--- src/rtl/bti_seq_mst.sv ---
// BTI sequence initiator: issues single-word requests to consecutive word addresses
// carrying an incrementing pattern, then checks the in-order responses and counts errors.
module bti_seq_mst #(
  parameter int unsigned BTI_AW   = 32,
  parameter int unsigned BTI_DW   = 32,
  parameter int unsigned BTI_TIDW = 4,
  parameter int unsigned MAX_OST  = 4,
  parameter int unsigned LENW     = 16
) (
  input  logic                clk,
  input  logic                rst,
  input  logic                start_vld,
  output logic                start_rdy,
  input  logic                start_wr,
  input  logic [BTI_AW-1:0]   start_addr,
  input  logic [LENW-1:0]     start_len,
  input  logic [BTI_DW-1:0]   start_seed,
  output logic                bti_req_mst_vld,
  input  logic                bti_req_mst_rdy,
  output logic [BTI_TIDW-1:0] bti_req_mst_tid,
  output logic                bti_req_mst_cmd,
  output logic [BTI_AW-1:0]   bti_req_mst_addr,
  output logic [BTI_DW-1:0]   bti_req_mst_data,
  input  logic                bti_rsp_slv_vld,
  output logic                bti_rsp_slv_rdy,
  input  logic [BTI_TIDW-1:0] bti_rsp_slv_tid,
  input  logic [BTI_DW-1:0]   bti_rsp_slv_data,
  input  logic                bti_rsp_slv_ok,
  output logic                busy,
  output logic                done,
  output logic [15:0]         err_cnt
);

  localparam int unsigned OSTW = $clog2(MAX_OST + 1);
  localparam int unsigned ERRW = 16;
  localparam logic BTI_CMD_READ  = 1'b0;
  localparam logic BTI_CMD_WRITE = 1'b1;

  typedef enum logic [1:0] {ST_IDLE, ST_RUN, ST_DRAIN, ST_DONE} state_e;

  state_e                state_q;
  logic                  wr_q;
  logic [BTI_AW-1:0]     base_q;
  logic [BTI_DW-1:0]     seed_q;
  logic [LENW-1:0]       len_q;
  logic [LENW-1:0]       iss_q;
  logic [LENW-1:0]       rsp_q;
  logic [OSTW-1:0]       ost_q;
  logic [ERRW-1:0]       err_q;
  logic                  vld_q;
  logic [BTI_TIDW-1:0]   tid_q;
  logic                  cmd_q;
  logic [BTI_AW-1:0]     addr_q;
  logic [BTI_DW-1:0]     data_q;
  logic                  start_rdy_q;
  logic                  busy_q;
  logic                  done_q;

  logic                  in_seq;
  logic                  req_hs;
  logic                  rsp_hs;
  logic                  rsp_dec;
  logic [LENW-1:0]       iss_d;
  logic [OSTW-1:0]       ost_d;
  logic [LENW-1:0]       last_idx;
  logic                  last_req;
  logic                  last_rsp;
  logic [BTI_DW-1:0]     exp_data;
  logic                  rsp_bad;
  logic                  err_inc;
  logic                  vld_d;
  logic [BTI_AW-1:0]     addr_d;
  logic [BTI_DW-1:0]     data_d;
  logic [BTI_AW-1:0]     start_base;

  // Handshake decode, next issue/outstanding values and response checking
  always_comb begin
    in_seq     = (state_q == ST_RUN) || (state_q == ST_DRAIN);
    req_hs     = vld_q && bti_req_mst_rdy;
    rsp_hs     = bti_rsp_slv_vld;
    rsp_dec    = rsp_hs && in_seq && ((ost_q != '0) || req_hs);
    iss_d      = iss_q + LENW'(req_hs);
    ost_d      = ost_q + OSTW'(req_hs) - OSTW'(rsp_dec);
    last_idx   = len_q - LENW'(1);
    last_req   = req_hs && (iss_q == last_idx);
    last_rsp   = rsp_hs && in_seq && (rsp_q == last_idx);
    exp_data   = seed_q + BTI_DW'(rsp_q);
    rsp_bad    = !bti_rsp_slv_ok
              || (bti_rsp_slv_tid != rsp_q[BTI_TIDW-1:0])
              || (!wr_q && (bti_rsp_slv_data != exp_data));
    err_inc    = rsp_hs && (!in_seq || rsp_bad);
    vld_d      = (iss_d < len_q) && (ost_d < OSTW'(MAX_OST));
    addr_d     = base_q + (BTI_AW'(iss_d) << 2);
    data_d     = wr_q ? (seed_q + BTI_DW'(iss_d)) : '0;
    start_base = start_addr & ~BTI_AW'(3);
  end

  // Sequencer state, counters and registered outputs
  always_ff @(posedge clk) begin
    if (rst) begin
      state_q     <= ST_IDLE;
      wr_q        <= 1'b0;
      base_q      <= '0;
      seed_q      <= '0;
      len_q       <= '0;
      iss_q       <= '0;
      rsp_q       <= '0;
      ost_q       <= '0;
      err_q       <= '0;
      vld_q       <= 1'b0;
      tid_q       <= '0;
      cmd_q       <= 1'b0;
      addr_q      <= '0;
      data_q      <= '0;
      start_rdy_q <= 1'b1;
      busy_q      <= 1'b0;
      done_q      <= 1'b0;
    end else begin
      done_q <= 1'b0;
      iss_q  <= iss_d;
      ost_q  <= ost_d;
      if (err_inc && (err_q != '1)) err_q <= err_q + ERRW'(1);
      if (rsp_hs && in_seq) rsp_q <= rsp_q + LENW'(1);
      case (state_q)
        ST_IDLE: begin
          if (start_vld) begin
            wr_q        <= start_wr;
            base_q      <= start_base;
            seed_q      <= start_seed;
            len_q       <= start_len;
            iss_q       <= '0;
            rsp_q       <= '0;
            ost_q       <= '0;
            err_q       <= '0;
            start_rdy_q <= 1'b0;
            if (start_len == '0) begin
              state_q <= ST_DONE;
              done_q  <= 1'b1;
            end else begin
              state_q <= ST_RUN;
              busy_q  <= 1'b1;
              vld_q   <= 1'b1;
              tid_q   <= '0;
              cmd_q   <= start_wr ? BTI_CMD_WRITE : BTI_CMD_READ;
              addr_q  <= start_base;
              data_q  <= start_wr ? start_seed : '0;
            end
          end
        end
        ST_RUN: begin
          // pkt only moves after a handshake because iss_d holds otherwise
          vld_q  <= vld_d;
          tid_q  <= iss_d[BTI_TIDW-1:0];
          addr_q <= addr_d;
          data_q <= data_d;
          if (last_req) begin
            if (last_rsp) begin
              state_q <= ST_DONE;
              busy_q  <= 1'b0;
              done_q  <= 1'b1;
            end else begin
              state_q <= ST_DRAIN;
            end
          end
        end
        ST_DRAIN: begin
          if (last_rsp) begin
            state_q <= ST_DONE;
            busy_q  <= 1'b0;
            done_q  <= 1'b1;
          end
        end
        ST_DONE: begin
          state_q     <= ST_IDLE;
          start_rdy_q <= 1'b1;
        end
        default: begin
          state_q     <= ST_IDLE;
          start_rdy_q <= 1'b1;
          busy_q      <= 1'b0;
          vld_q       <= 1'b0;
        end
      endcase
    end
  end

  assign start_rdy        = start_rdy_q;
  assign busy             = busy_q;
  assign done             = done_q;
  assign err_cnt          = err_q;
  assign bti_req_mst_vld  = vld_q;
  assign bti_req_mst_tid  = tid_q;
  assign bti_req_mst_cmd  = cmd_q;
  assign bti_req_mst_addr = addr_q;
  assign bti_req_mst_data = data_q;
  assign bti_rsp_slv_rdy  = 1'b1;

endmodule

--- config.mk ---
export PLATFORM = sky130hd
export DESIGN_NAME = bti_seq_mst
export DESIGN_NICKNAME = d
export VERILOG_FILES = /design/src/rtl/bti_seq_mst.sv
export SDC_FILE = /design/constraint.sdc
export NUM_CORES = 1
export LEC_CHECK = 0
export CORE_AREA = 2 2 161 163
export CTS_CLUSTER_SIZE = 40
export DETAILED_ROUTE_END_ITERATION = 7
export DIE_AREA = 0 0 163 165
export PLACE_DENSITY_LB_ADDON = 0.12
export SLEW_MARGIN = 20
export SYNTH_ARGS = -nofsm -noshare
export SYNTH_HDL_FRONTEND = slang
export SYNTH_SLANG_ARGS = --single-unit
--- constraint.sdc ---
create_clock -name clk -period 10.85 [get_ports clk]
set_clock_uncertainty 0.2 [all_clocks]
set_input_delay 1.085 -clock clk [delete_from_list [all_inputs] [get_ports clk]]
set_output_delay 1.085 -clock clk [all_outputs]
set_load 0.005 [all_outputs]
==> results.ini <==
[detailed_routing]
drc=0
initialDrtViolationCount=1066
ant_nets=0
vias=13000
first_pass_iters=5
vias_per_cell=5.92
drt-total-wl_mm=41.0
wire_per_inst_um=18.6

[grt]
antenna_found_initial=2
overflow=0
grt_util_all_layers=0.299
grt_pass1_vias=12200
grt_pass1_wl_mm=64.3
grt_max_degree=91

[yosys]
synth_top_family_by_area=simple AND/OR/NAND/NOR gates
synth_xor_area_frac=0.113
netlist_instances=1703
synth_top_area_cell=dfxtp_1
synthMuxAreaShare=0.0237
synthAdderAreaFrac=0.0756
post-synth-top-count-cell=nand2_1
seq_area_frac_synth=0.305
netlist_area_sq_mm=0.0133
synth.top_cells.by_count=254 x nand2_1, 203 x dfxtp_1, 148 x a21oi_1
synth_cell_type_count=79
postSynth.topFlopCell=dfxtp_1
synth-simple-area-share=0.252
synth_top_area_frac=0.305
ys_ff_latch=203
synth-compound-area-share=0.183
syn_area_per_cell_sq_um=7.82
synth_edf_count=0
synthArstFlopShare=0
synthTopCellsByArea=dfxtp_1 31%, nand2_1 7.2%, ha_1 7.0%
synth-warning-count=0

[sta]
hold_viol_final=0
fin_crit_ns=5.53
relSlewSlack=0.232
rsz0062_at_grt=no
setup_ws_ns=5.32
worst_pin_slew_ns=1.15
setup_viol=0
setup_tns_ns=0
fmax_ghz=0.181
min_period_over_period=0.510
drv_slew=0

[clock_tree]
insertion_delay_ns=0.52
root_buffer=clkbuf_16
clock-sinks=203
holdBufCountCts=0
postCtsSetupBuffers=0
ctsHtreeMaxLevel=1
cts.repair.resized=0
path_clk_slew_ns=0.06
cts_tree=done
clockBufferDepth=3
cts_buffers=24

[critical_path]
startpoint_type=input pin
critPathLaunch=bti_req_mst_rdy
cp.required_ns=11.02
critPathMaxFanout=5
arrival_ns=5.70
worstReg2RegStart=bti_req_mst_vld
critPathCapture=bti_req_mst_data[21]
reg2reg_slack_ns=6.01
r2r_cells=16
worstSetupEndpointType=flip-flop
path_class=input pin to flip-flop
timing.rr.end=bti_req_mst_data[21]

[layout]
area_growth_pct=22.3
layout.nets=2050
fill_cells=2214
final_cells=2199
drive_above_1_share=0.0423

[place]
dp_slack_ns=4.80
io_buffer_count=207
placedCellCount=2153
gp_congestion=0.903
place_hpwl_mm=30.1

[floorplanning]
die_x_um=163
rows=58
start_util=0.532
die_y_um=165
die_area_sq_mm=0.0269
core_area_sq_mm=0.0250
num_io_pins=213

[hold_path]
hold_path.class=flip-flop to flip-flop

[run]
drv_cap=0

[power_and_ir_drop]
p_leak_nw=6.38
peakVddDrop_v=0.000200
p_per_area_mw_per_mm2=193

[run_status]
outcome=finished clean

## per-layer routing
layer | vias up | track usage | wire, um
li1 | 6328 | - | -
met1 | 6154 | 0.409 | 18400
met2 | 467 | 0.487 | 18600
met3 | 70 | 0.0480 | 3020
met4 | 0 | 0.0861 | 1030
met5 | - | 0 | 0
## cells by family (layout without fill, tap and decap cells)
family	after synthesis	in the layout
buffers and inverters	149	312
muxes	31	31
AOI/OAI and AO/OA	372	372
DFF	203	203
other	2	5
and+or+nand+nor	700	700
xor gates and xnor gates	168	168
adders and majority gates	78	78
## through the flow
step                utilization  area [sq um]  power, mW  hold slack [ns]
finish                    0.650         16300       3.15            0.261
floorplan                     -         13300       1.84            0.241
global route              0.650         16300       3.33            0.278
detailed placement        0.618         15500       2.33            0.245
CTS                       0.650         16300       3.15            0.263
global placement          0.618         15500       2.30            0.239
## worst min path at each step
stage | from | to | slack [ns] | cells past startpoint
floorplan | base_q[10] | base_q[10] | 0.24 | 2
global placement | bti_req_mst_tid[0] | bti_req_mst_tid[0] | 0.24 | 2
detailed placement | bti_req_mst_tid[1] | bti_req_mst_tid[1] | 0.25 | 2
CTS | base_q[12] | base_q[12] | 0.26 | 2
global route | bti_req_mst_tid[3] | bti_req_mst_tid[3] | 0.28 | 2
finish | base_q[12] | base_q[12] | 0.26 | 2
## report_power, final
| group | switching (mW) | internal (mW) |
|---|---|---|
| sequential | 0.138 | 0.897 |
| clock | 0.324 | 0.493 |
| combinational | 0.730 | 0.569 |
## registers in the layout (all words and copies together), names as in the netlist
| signal | count |
|---|---|
| bti_req_mst_data | 32 |
| seed_q | 32 |
| base_q | 30 |
| bti_req_mst_addr | 30 |
| err_cnt | 16 |
| iss_q | 16 |
| len_q | 16 |
| rsp_q | 16 |
| bti_req_mst_tid | 4 |
| ost_q | 3 |
| state_q | 2 |
| bti_req_mst_cmd | 1 |
| bti_req_mst_vld | 1 |
| busy | 1 |
| done | 1 |
| start_rdy | 1 |
| wr_q | 1 |
## worst max-delay path, cell delays in order
cell	delay, ns
clkdlybuf4s50_1	0.50
nand2_1	0.12
inv_1	0.08
ha_1	0.19
ha_1	0.24
nand4_1	0.22
xnor2_1	0.55
ha_1	0.31
nand4_1	0.11
a31oi_1	0.24
o31ai_1	0.18
o311a_1	0.38
or3_1	0.48
or3b_2	0.52
xnor2_1	0.15
a221oi_1	0.26
nor3_1	0.08
## layout make-up
type | instances | area [sq um] | share of cell area
sequential | 203 | 4060 | 0.250
multi-input combinational | 1352 | 8670 | 0.532
clock inverter | 8 | 100 | 0.00615
clock buffer | 36 | 697 | 0.0428
tap | 330 | 413 | 0.0254
timing repair buffer | 218 | 2150 | 0.132
inverter | 50 | 188 | 0.0115
antenna | 2 | 5.00 | 0.000307
## cells in the final DEF, fill, tap and decap left out, types with 29 or more instances in the layout
cell type / instances
nand2_1: 253
clkdlybuf4s50_1: 206
dfxtp_1: 203
a21oi_1: 148
nor2_1: 134
xnor2_1: 104
ha_1: 74
nor3_1: 65
xor2_1: 62
nand3_1: 60
inv_1: 50
o21ai_0: 35
and3_1: 32
a211oi_1: 32
mux2i_1: 30
a221oi_1: 30
nand4_1: 29
(Power assumes the default switching activity.)
